## src/rtl/mul_sequencer_if.sv

```systemverilog
// Start/busy/done handshake and result bus between the core control FSM and mul_sequencer.
interface mul_sequencer_if #(
    parameter int unsigned WIDTH = 32
);
    logic             start;
    logic [1:0]       op;
    logic [WIDTH-1:0] a;
    logic [WIDTH-1:0] b;
    logic             busy;
    logic             done;
    logic [WIDTH-1:0] result_lo;
    logic [WIDTH-1:0] result_hi;
    logic [1:0]       flags;
    logic             long_op;

    modport master (
        output start, op, a, b,
        input  busy, done, result_lo, result_hi, flags, long_op
    );

    modport slave (
        input  start, op, a, b,
        output busy, done, result_lo, result_hi, flags, long_op
    );
endinterface

```

## src/rtl/mul_sequencer.sv

```systemverilog
// Radix-2 shift-add sequencer for MUL/UMULL/SMULL with start/busy/done handshake.
// Optional macro MUL_SEQ_EARLY_TERM_EN: leave CALC as soon as the remaining multiplier is zero.
module mul_sequencer #(
    parameter int unsigned WIDTH = 32,
    parameter int unsigned CNT_W = 6
) (
    input  logic            clk,
    input  logic            reset,
    mul_sequencer_if.slave  bus
);

    localparam int unsigned PW       = 2 * WIDTH;
    localparam logic [1:0]  OP_MUL   = 2'b00;
    localparam logic [1:0]  OP_SMULL = 2'b10;

    typedef enum logic [1:0] {
        S_IDLE,
        S_CALC,
        S_FIX,
        S_DONE
    } state_t;

    state_t             state_q, state_d;
    logic [1:0]         op_q, op_d;
    logic [WIDTH-1:0]   mcand_q, mcand_d;
    logic [WIDTH-1:0]   mplier_q, mplier_d;
    logic               neg_res_q, neg_res_d;
    logic [PW-1:0]      acc_q, acc_d;
    logic [CNT_W-1:0]   count_q, count_d;
    logic               busy_q, busy_d;
    logic               done_q, done_d;
    logic [WIDTH-1:0]   result_lo_q, result_lo_d;
    logic [WIDTH-1:0]   result_hi_q, result_hi_d;
    logic [1:0]         flags_q, flags_d;
    logic               long_op_q, long_op_d;

    logic [WIDTH-1:0]   a_abs_c;
    logic [WIDTH-1:0]   b_abs_c;
    logic [PW-1:0]      partial_c;
    logic [WIDTH-1:0]   mplier_nxt_c;
    logic               last_step_c;
    logic [PW-1:0]      acc_fix_c;

    // Magnitudes for SMULL; the most negative value maps onto itself, which is the right unsigned magnitude.
    assign a_abs_c = bus.a[WIDTH-1] ? (~bus.a + WIDTH'(1)) : bus.a;
    assign b_abs_c = bus.b[WIDTH-1] ? (~bus.b + WIDTH'(1)) : bus.b;

    assign partial_c    = PW'(mcand_q) << count_q;
    assign mplier_nxt_c = mplier_q >> 1;
    assign acc_fix_c    = neg_res_q ? (~acc_q + PW'(1)) : acc_q;

`ifdef MUL_SEQ_EARLY_TERM_EN
    assign last_step_c = (count_q == CNT_W'(WIDTH - 1)) || (mplier_nxt_c == '0);
`else
    assign last_step_c = (count_q == CNT_W'(WIDTH - 1));
`endif

    always_ff @(posedge clk) begin
        if (reset) begin
            state_q     <= S_IDLE;
            op_q        <= '0;
            mcand_q     <= '0;
            mplier_q    <= '0;
            neg_res_q   <= 1'b0;
            acc_q       <= '0;
            count_q     <= '0;
            busy_q      <= 1'b0;
            done_q      <= 1'b0;
            result_lo_q <= '0;
            result_hi_q <= '0;
            flags_q     <= '0;
            long_op_q   <= 1'b0;
        end else begin
            state_q     <= state_d;
            op_q        <= op_d;
            mcand_q     <= mcand_d;
            mplier_q    <= mplier_d;
            neg_res_q   <= neg_res_d;
            acc_q       <= acc_d;
            count_q     <= count_d;
            busy_q      <= busy_d;
            done_q      <= done_d;
            result_lo_q <= result_lo_d;
            result_hi_q <= result_hi_d;
            flags_q     <= flags_d;
            long_op_q   <= long_op_d;
        end
    end

    // Next-state and datapath updates; busy/done are computed one cycle ahead so they come straight from flops.
    always_comb begin
        state_d     = state_q;
        op_d        = op_q;
        mcand_d     = mcand_q;
        mplier_d    = mplier_q;
        neg_res_d   = neg_res_q;
        acc_d       = acc_q;
        count_d     = count_q;
        busy_d      = busy_q;
        done_d      = 1'b0;
        result_lo_d = result_lo_q;
        result_hi_d = result_hi_q;
        flags_d     = flags_q;
        long_op_d   = long_op_q;

        case (state_q)
            S_IDLE: begin
                if (bus.start) begin
                    op_d    = bus.op;
                    acc_d   = '0;
                    count_d = '0;
                    busy_d  = 1'b1;
                    state_d = S_CALC;
                    if (bus.op == OP_SMULL) begin
                        mcand_d   = a_abs_c;
                        mplier_d  = b_abs_c;
                        neg_res_d = bus.a[WIDTH-1] ^ bus.b[WIDTH-1];
                    end else begin
                        mcand_d   = bus.a;
                        mplier_d  = bus.b;
                        neg_res_d = 1'b0;
                    end
                end
            end

            S_CALC: begin
                if (mplier_q[0]) begin
                    acc_d = acc_q + partial_c;
                end
                mplier_d = mplier_nxt_c;
                count_d  = count_q + CNT_W'(1);
                if (last_step_c) begin
                    state_d = S_FIX;
                end
            end

            S_FIX: begin
                acc_d       = acc_fix_c;
                result_lo_d = acc_fix_c[WIDTH-1:0];
                long_op_d   = (op_q != OP_MUL);
                if (op_q == OP_MUL) begin
                    result_hi_d = '0;
                    flags_d     = {acc_fix_c[WIDTH-1], (acc_fix_c[WIDTH-1:0] == '0)};
                end else begin
                    result_hi_d = acc_fix_c[PW-1:WIDTH];
                    flags_d     = {acc_fix_c[PW-1], (acc_fix_c == '0)};
                end
                done_d  = 1'b1;
                state_d = S_DONE;
            end

            S_DONE: begin
                busy_d  = 1'b0;
                state_d = S_IDLE;
            end

            default: begin
                busy_d  = 1'b0;
                state_d = S_IDLE;
            end
        endcase
    end

    assign bus.busy      = busy_q;
    assign bus.done      = done_q;
    assign bus.result_lo = result_lo_q;
    assign bus.result_hi = result_hi_q;
    assign bus.flags     = flags_q;
    assign bus.long_op   = long_op_q;

endmodule

```

## src/flat_wrapper.sv

```systemverilog
// flat-port wrapper written by rule: the top's interface ports become plain ports
module mul_sequencer_flat 
#(
    parameter int unsigned WIDTH = 32,
    parameter int unsigned CNT_W = 6
)
  (clk, reset, bus_start, bus_op, bus_a, bus_b, bus_busy, bus_done, bus_result_lo, bus_result_hi, bus_flags, bus_long_op);
  mul_sequencer_if #(.WIDTH(WIDTH)) bus_i ();
  input  logic clk;
  input  logic reset;
  input wire logic [$bits(bus_i.start)-1:0] bus_start;
  input wire logic [$bits(bus_i.op)-1:0] bus_op;
  input wire logic [$bits(bus_i.a)-1:0] bus_a;
  input wire logic [$bits(bus_i.b)-1:0] bus_b;
  output wire logic [$bits(bus_i.busy)-1:0] bus_busy;
  output wire logic [$bits(bus_i.done)-1:0] bus_done;
  output wire logic [$bits(bus_i.result_lo)-1:0] bus_result_lo;
  output wire logic [$bits(bus_i.result_hi)-1:0] bus_result_hi;
  output wire logic [$bits(bus_i.flags)-1:0] bus_flags;
  output wire logic [$bits(bus_i.long_op)-1:0] bus_long_op;
  assign bus_i.start = bus_start;
  assign bus_i.op = bus_op;
  assign bus_i.a = bus_a;
  assign bus_i.b = bus_b;
  assign bus_busy = bus_i.busy;
  assign bus_done = bus_i.done;
  assign bus_result_lo = bus_i.result_lo;
  assign bus_result_hi = bus_i.result_hi;
  assign bus_flags = bus_i.flags;
  assign bus_long_op = bus_i.long_op;
  mul_sequencer #(.WIDTH(WIDTH), .CNT_W(CNT_W)) u_core (.clk(clk), .reset(reset), .bus(bus_i));
endmodule
```

## config.mk

```make
export PLATFORM = sky130hd
export DESIGN_NAME = mul_sequencer_flat
export DESIGN_NICKNAME = d
export VERILOG_FILES = /design/src/rtl/mul_sequencer_if.sv /design/src/rtl/mul_sequencer.sv /design/src/flat_wrapper.sv
export SDC_FILE = /design/constraint.sdc
export NUM_CORES = 1
export LEC_CHECK = 0
export CAP_MARGIN = 10
export CORE_UTILIZATION = 60
export DETAILED_ROUTE_END_ITERATION = 8
export PLACE_DENSITY = 0.91
export SETUP_SLACK_MARGIN = 0.15
export SYNTH_ARGS = -nofsm -noshare
export SYNTH_HDL_FRONTEND = slang
export SYNTH_SLANG_ARGS = --single-unit
```

## constraint.sdc

```tcl
create_clock -name clk -period 7.4 [get_ports clk]
set_clock_uncertainty 0.15 [all_clocks]
set_input_delay 0.74 -clock clk [delete_from_list [all_inputs] [get_ports clk]]
set_output_delay 0.74 -clock clk [all_outputs]
set_load 0.02 [all_outputs]
```

==> load_flow_metrics.sql <==
INSERT INTO impl_metrics (metric_group, metric, value, unit) VALUES
('clock_network', 'cts_num_sinks', '208', ''),
('outcome', 'run_status', 'finished clean', ''),
('finish', 'final_cell_mix', 'sky130_fd_sc_hd__nand2_1 (314), sky130_fd_sc_hd__nor2_1 (287), sky130_fd_sc_hd__dfxtp_1 (205)', ''),
('pwr', 'total_leakage_power', '7.121', 'nW'),
('route', 'ant_nets', '0', ''),
('synth', 'ys_top_cells_by_area', 'sky130_fd_sc_hd__dfxtp_1 (24%), sky130_fd_sc_hd__nand2_1 (6.9%), sky130_fd_sc_hd__nor2_1 (6.3%)', ''),
('clock_network', 'postCtsSetupBuffers', '0', ''),
('setup_path', 'worst-endpoint-required', '7.72', 'ns'),
('floorplan', 'floorplan.rows', '61', ''),
('synth', 'avgSynthCellArea', '7.212', 'um2'),
('clock_network', 'cts_tree', 'done', ''),
('synth', 'yosys.area_share.simple', '23.44', '%'),
('sta', 'max-slew-margin-rel', '24.75', '%'),
('pwr', 'power.switching_fraction', '46.06', '%'),
('setup_path', 'cp.buffers_inverters', '0', ''),
('setup_path', 'critical-path-top-delay-family', 'compound AO/OA/AOI/OAI gates', ''),
('floorplan', 'floorplan.die.width', '170.3', 'um'),
('pwr', 'share_clk_of_total_power', '22.1', '%'),
('route', 'sum_of_routed_wire_length_over_all_layers', '56.34', 'mm'),
('route', 'wire_per_inst', '20.37', 'um'),
('route', 'via_per_inst', '6.523', ''),
('sta', 'finalWorstPathRequiredPeriod', '5.966', 'ns'),
('synth', 'most_used_dff_post_synth', 'sky130_fd_sc_hd__dfxtp_1', ''),
('place', 'placement.cell_area', '0.01838', 'mm2'),
('clock_network', 'clock_insertion_delay_worst_skew', '0.54', 'ns'),
('finish', 'layout_commonest_cell', 'sky130_fd_sc_hd__nand2_1', ''),
('global_route', 'grt_antenna_before_repair', '0', ''),
('clock_network', 'resize_count_post_cts', '0', ''),
('floorplan', 'core', '0.02786', 'mm2'),
('pwr', 'power-per-cell-area', '269.7', 'mW/mm2'),
('setup_path', 'end_kind', 'flop', ''),
('pwr', 'power.share.sequential', '27.9', '%'),
('place', 'place.port_buffers', '137', ''),
('setup_path', 'critPathLaunchType', 'flop', ''),
('synth', 'synth.ff_latch_count', '208', ''),
('sta', 'fmaxAchievable', '167.6', 'MHz'),
('floorplan', 'die_height', '170.3', 'um'),
('global_route', 'via_count_of_the_first_global_routing_pass', '16320', ''),
('clock_network', 'path_clk_slew', '0.06', 'ns'),
('finish', 'antennaDiodeCount', '0', ''),
('synth', 'post_synth_num_cell_types', '74', ''),
('synth', 'synth.yosys.seq_area_share', '24.50', '%'),
('sta', 'timing_max_transition_violations_final', '0', ''),
('sta', 'setup_tns', '0', 'ns'),
('clock_network', 'hold_buffers', '0', ''),
('sta', 'grt_setup_unrepaired', 'false', ''),
('finish', 'drive_above_1_share', '5.235', '%'),
('sta', 'final_hold_viol_count', '0', ''),
('global_route', 'grt_remaining_overflow', '0', ''),
('setup_path', 'slowest_delay', '1.00', 'ns'),
('finish', 'finish.utilization', '68.63', '%'),
('place', 'globalplace.congestion', '1.048', ''),
('synth', 'synth_cells', '2357', ''),
('floorplan', 'design.die.area', '0.02901', 'mm2'),
('global_route', 'grt_util_all_layers', '38.19', '%'),
('place', 'detailedPlacementHpwl', '42.43', 'mm'),
('route', 'dr.pass1.iters', '7', ''),
('route', 'dr_total_vias', '18040', ''),
('synth', 'synth_top_family_by_area', 'compound AO/OA/AOI/OAI gates', ''),
('finish', 'final_cells', '2766', ''),
('finish', 'final_nets', '2512', ''),
('clock_network', 'cts_buffer_depth', '3', ''),
('synth', 'synth.cell_area', '0.01700', 'mm2'),
('clock_network', 'clock-root-buffer', 'sky130_fd_sc_hd__clkbuf_16', ''),
('global_route', 'grt_max_degree', '114', ''),
('pwr', 'total_switching_power', '2.375', 'mW'),
('pwr', 'vdd_ir_drop_max', '228.2', 'uV'),
('synth', 'synth-xor-area-share', '8.914', '%'),
('sta', 'final_min_period_over_clock_period', '80.62', '%'),
('synth', 'post_synth_adder_cell_area', '5.344', '%'),
('flow_run', 'cap_violations', '0', '');
==> power groups by stage <==
stage | Combinational, mW | Clock, mW | Sequential (mW)
CTS | 2.51 | 1.14 | 1.43
floorplan | 1.69 | 0 | 1.46
detailed placement | 2.49 | 0 | 1.45
global route | 2.78 | 1.20 | 1.46
finish | 2.58 | 1.14 | 1.44
global placement | 2.43 | 0 | 1.44
==> worst register-to-register path: stages (launching register included) <==
cell	delay, ns
sky130_fd_sc_hd__dfxtp_2	1.00
sky130_fd_sc_hd__mux2_2	0.45
sky130_fd_sc_hd__nor2_1	0.09
sky130_fd_sc_hd__a21oi_1	0.07
sky130_fd_sc_hd__mux2i_1	0.28
sky130_fd_sc_hd__mux2_2	0.22
sky130_fd_sc_hd__nor2_1	0.04
sky130_fd_sc_hd__a31oi_1	0.41
sky130_fd_sc_hd__nor2_1	0.09
sky130_fd_sc_hd__ha_1	0.39
sky130_fd_sc_hd__nand2_1	0.15
sky130_fd_sc_hd__o21ai_0	0.36
sky130_fd_sc_hd__a21oi_1	0.10
sky130_fd_sc_hd__o21ai_0	0.17
sky130_fd_sc_hd__a31oi_1	0.13
sky130_fd_sc_hd__o31ai_1	0.76
sky130_fd_sc_hd__a21oi_1	0.26
sky130_fd_sc_hd__or4_1	0.52
sky130_fd_sc_hd__o21a_1	0.12
sky130_fd_sc_hd__a31oi_1	0.14
==> state kept, by name, indices dropped and copies added (netlist names) <==
name                  cells
u_core.state_q            2
u_core.bus.busy           1
u_core.acc_q             64
u_core.bus.long_op        1
u_core.mcand_q           32
u_core.bus.result_hi     32
u_core.bus.done           1
u_core.bus.result_lo     32
u_core.count_q            6
u_core.op_q               2
u_core.neg_res_q          1
u_core.bus.flags          2
u_core.mplier_q          32
==> metrics by stage <==
stage               setup WS [ns]  hold WS, ns
floorplan                   2.137       0.2775
global placement            1.715       0.2875
detailed placement          1.576       0.2934
CTS                         1.587       0.3014
global route                1.166       0.3243
finish                      1.434       0.3005
==> layout make-up <==
class                   instances  area, um2
multi-input cells            1939      12060
fillers                      2281       8740
flip-flops and latches        208       4168
repair buffers                157       1523
clock buffers                  32      649.4
well taps                     378      473.0
inverters                      42      157.7
clock inverters                10      92.59
==> cells in the mapped netlist (35+ instances only) <==
cell                       count
sky130_fd_sc_hd__xor2_1       76
sky130_fd_sc_hd__xnor2_1      97
sky130_fd_sc_hd__dfxtp_1     208
sky130_fd_sc_hd__nor2_1      287
sky130_fd_sc_hd__inv_1        41
sky130_fd_sc_hd__mux2i_1      52
sky130_fd_sc_hd__ha_1         71
sky130_fd_sc_hd__clkbuf_1    145
sky130_fd_sc_hd__nand4_1      35
sky130_fd_sc_hd__a211oi_1     51
sky130_fd_sc_hd__o21ai_0     173
sky130_fd_sc_hd__a21oi_1     203
sky130_fd_sc_hd__o22ai_1      38
sky130_fd_sc_hd__a22oi_1      53
sky130_fd_sc_hd__nand2_1     314
==> logic make-up (layout without fill, tap and decap cells) <==
family / after synthesis / count (layout)
simple gates: 871 / 871
xor+xnor: 173 / 173
fa+ha+maj: 72 / 72
buf+inv: 210 / 241
mux: 86 / 86
compound gates: 737 / 737
flops: 208 / 208
==> routing by layer <==
layer / vias up / global-route usage, % / wire length (um)
met5: - / 0 / 0
met4: 0 / 16.37 / 2280
met3: 132 / 6.674 / 5829
met2: 988 / 58.59 / 24190
met1: 8336 / 52.38 / 24050
li1: 8587 / - / -
==> final timing paths <==
path / from / to / slack [ns] / cells after the start
min reg2reg: u_core.mplier_q[12]$_SDFFE_PP0P_ / u_core.mplier_q[12]$_SDFFE_PP0P_ / 0.30 / 2
max: u_core.count_q[1]$_SDFFE_PP0P_ / u_core.acc_q[57]$_SDFFE_PP0P_ / 1.43 / 19
min: u_core.mplier_q[12]$_SDFFE_PP0P_ / u_core.mplier_q[12]$_SDFFE_PP0P_ / 0.30 / 2
max reg2reg: u_core.count_q[1]$_SDFFE_PP0P_ / u_core.acc_q[57]$_SDFFE_PP0P_ / 1.43 / 19
(Power assumes the default switching activity.)
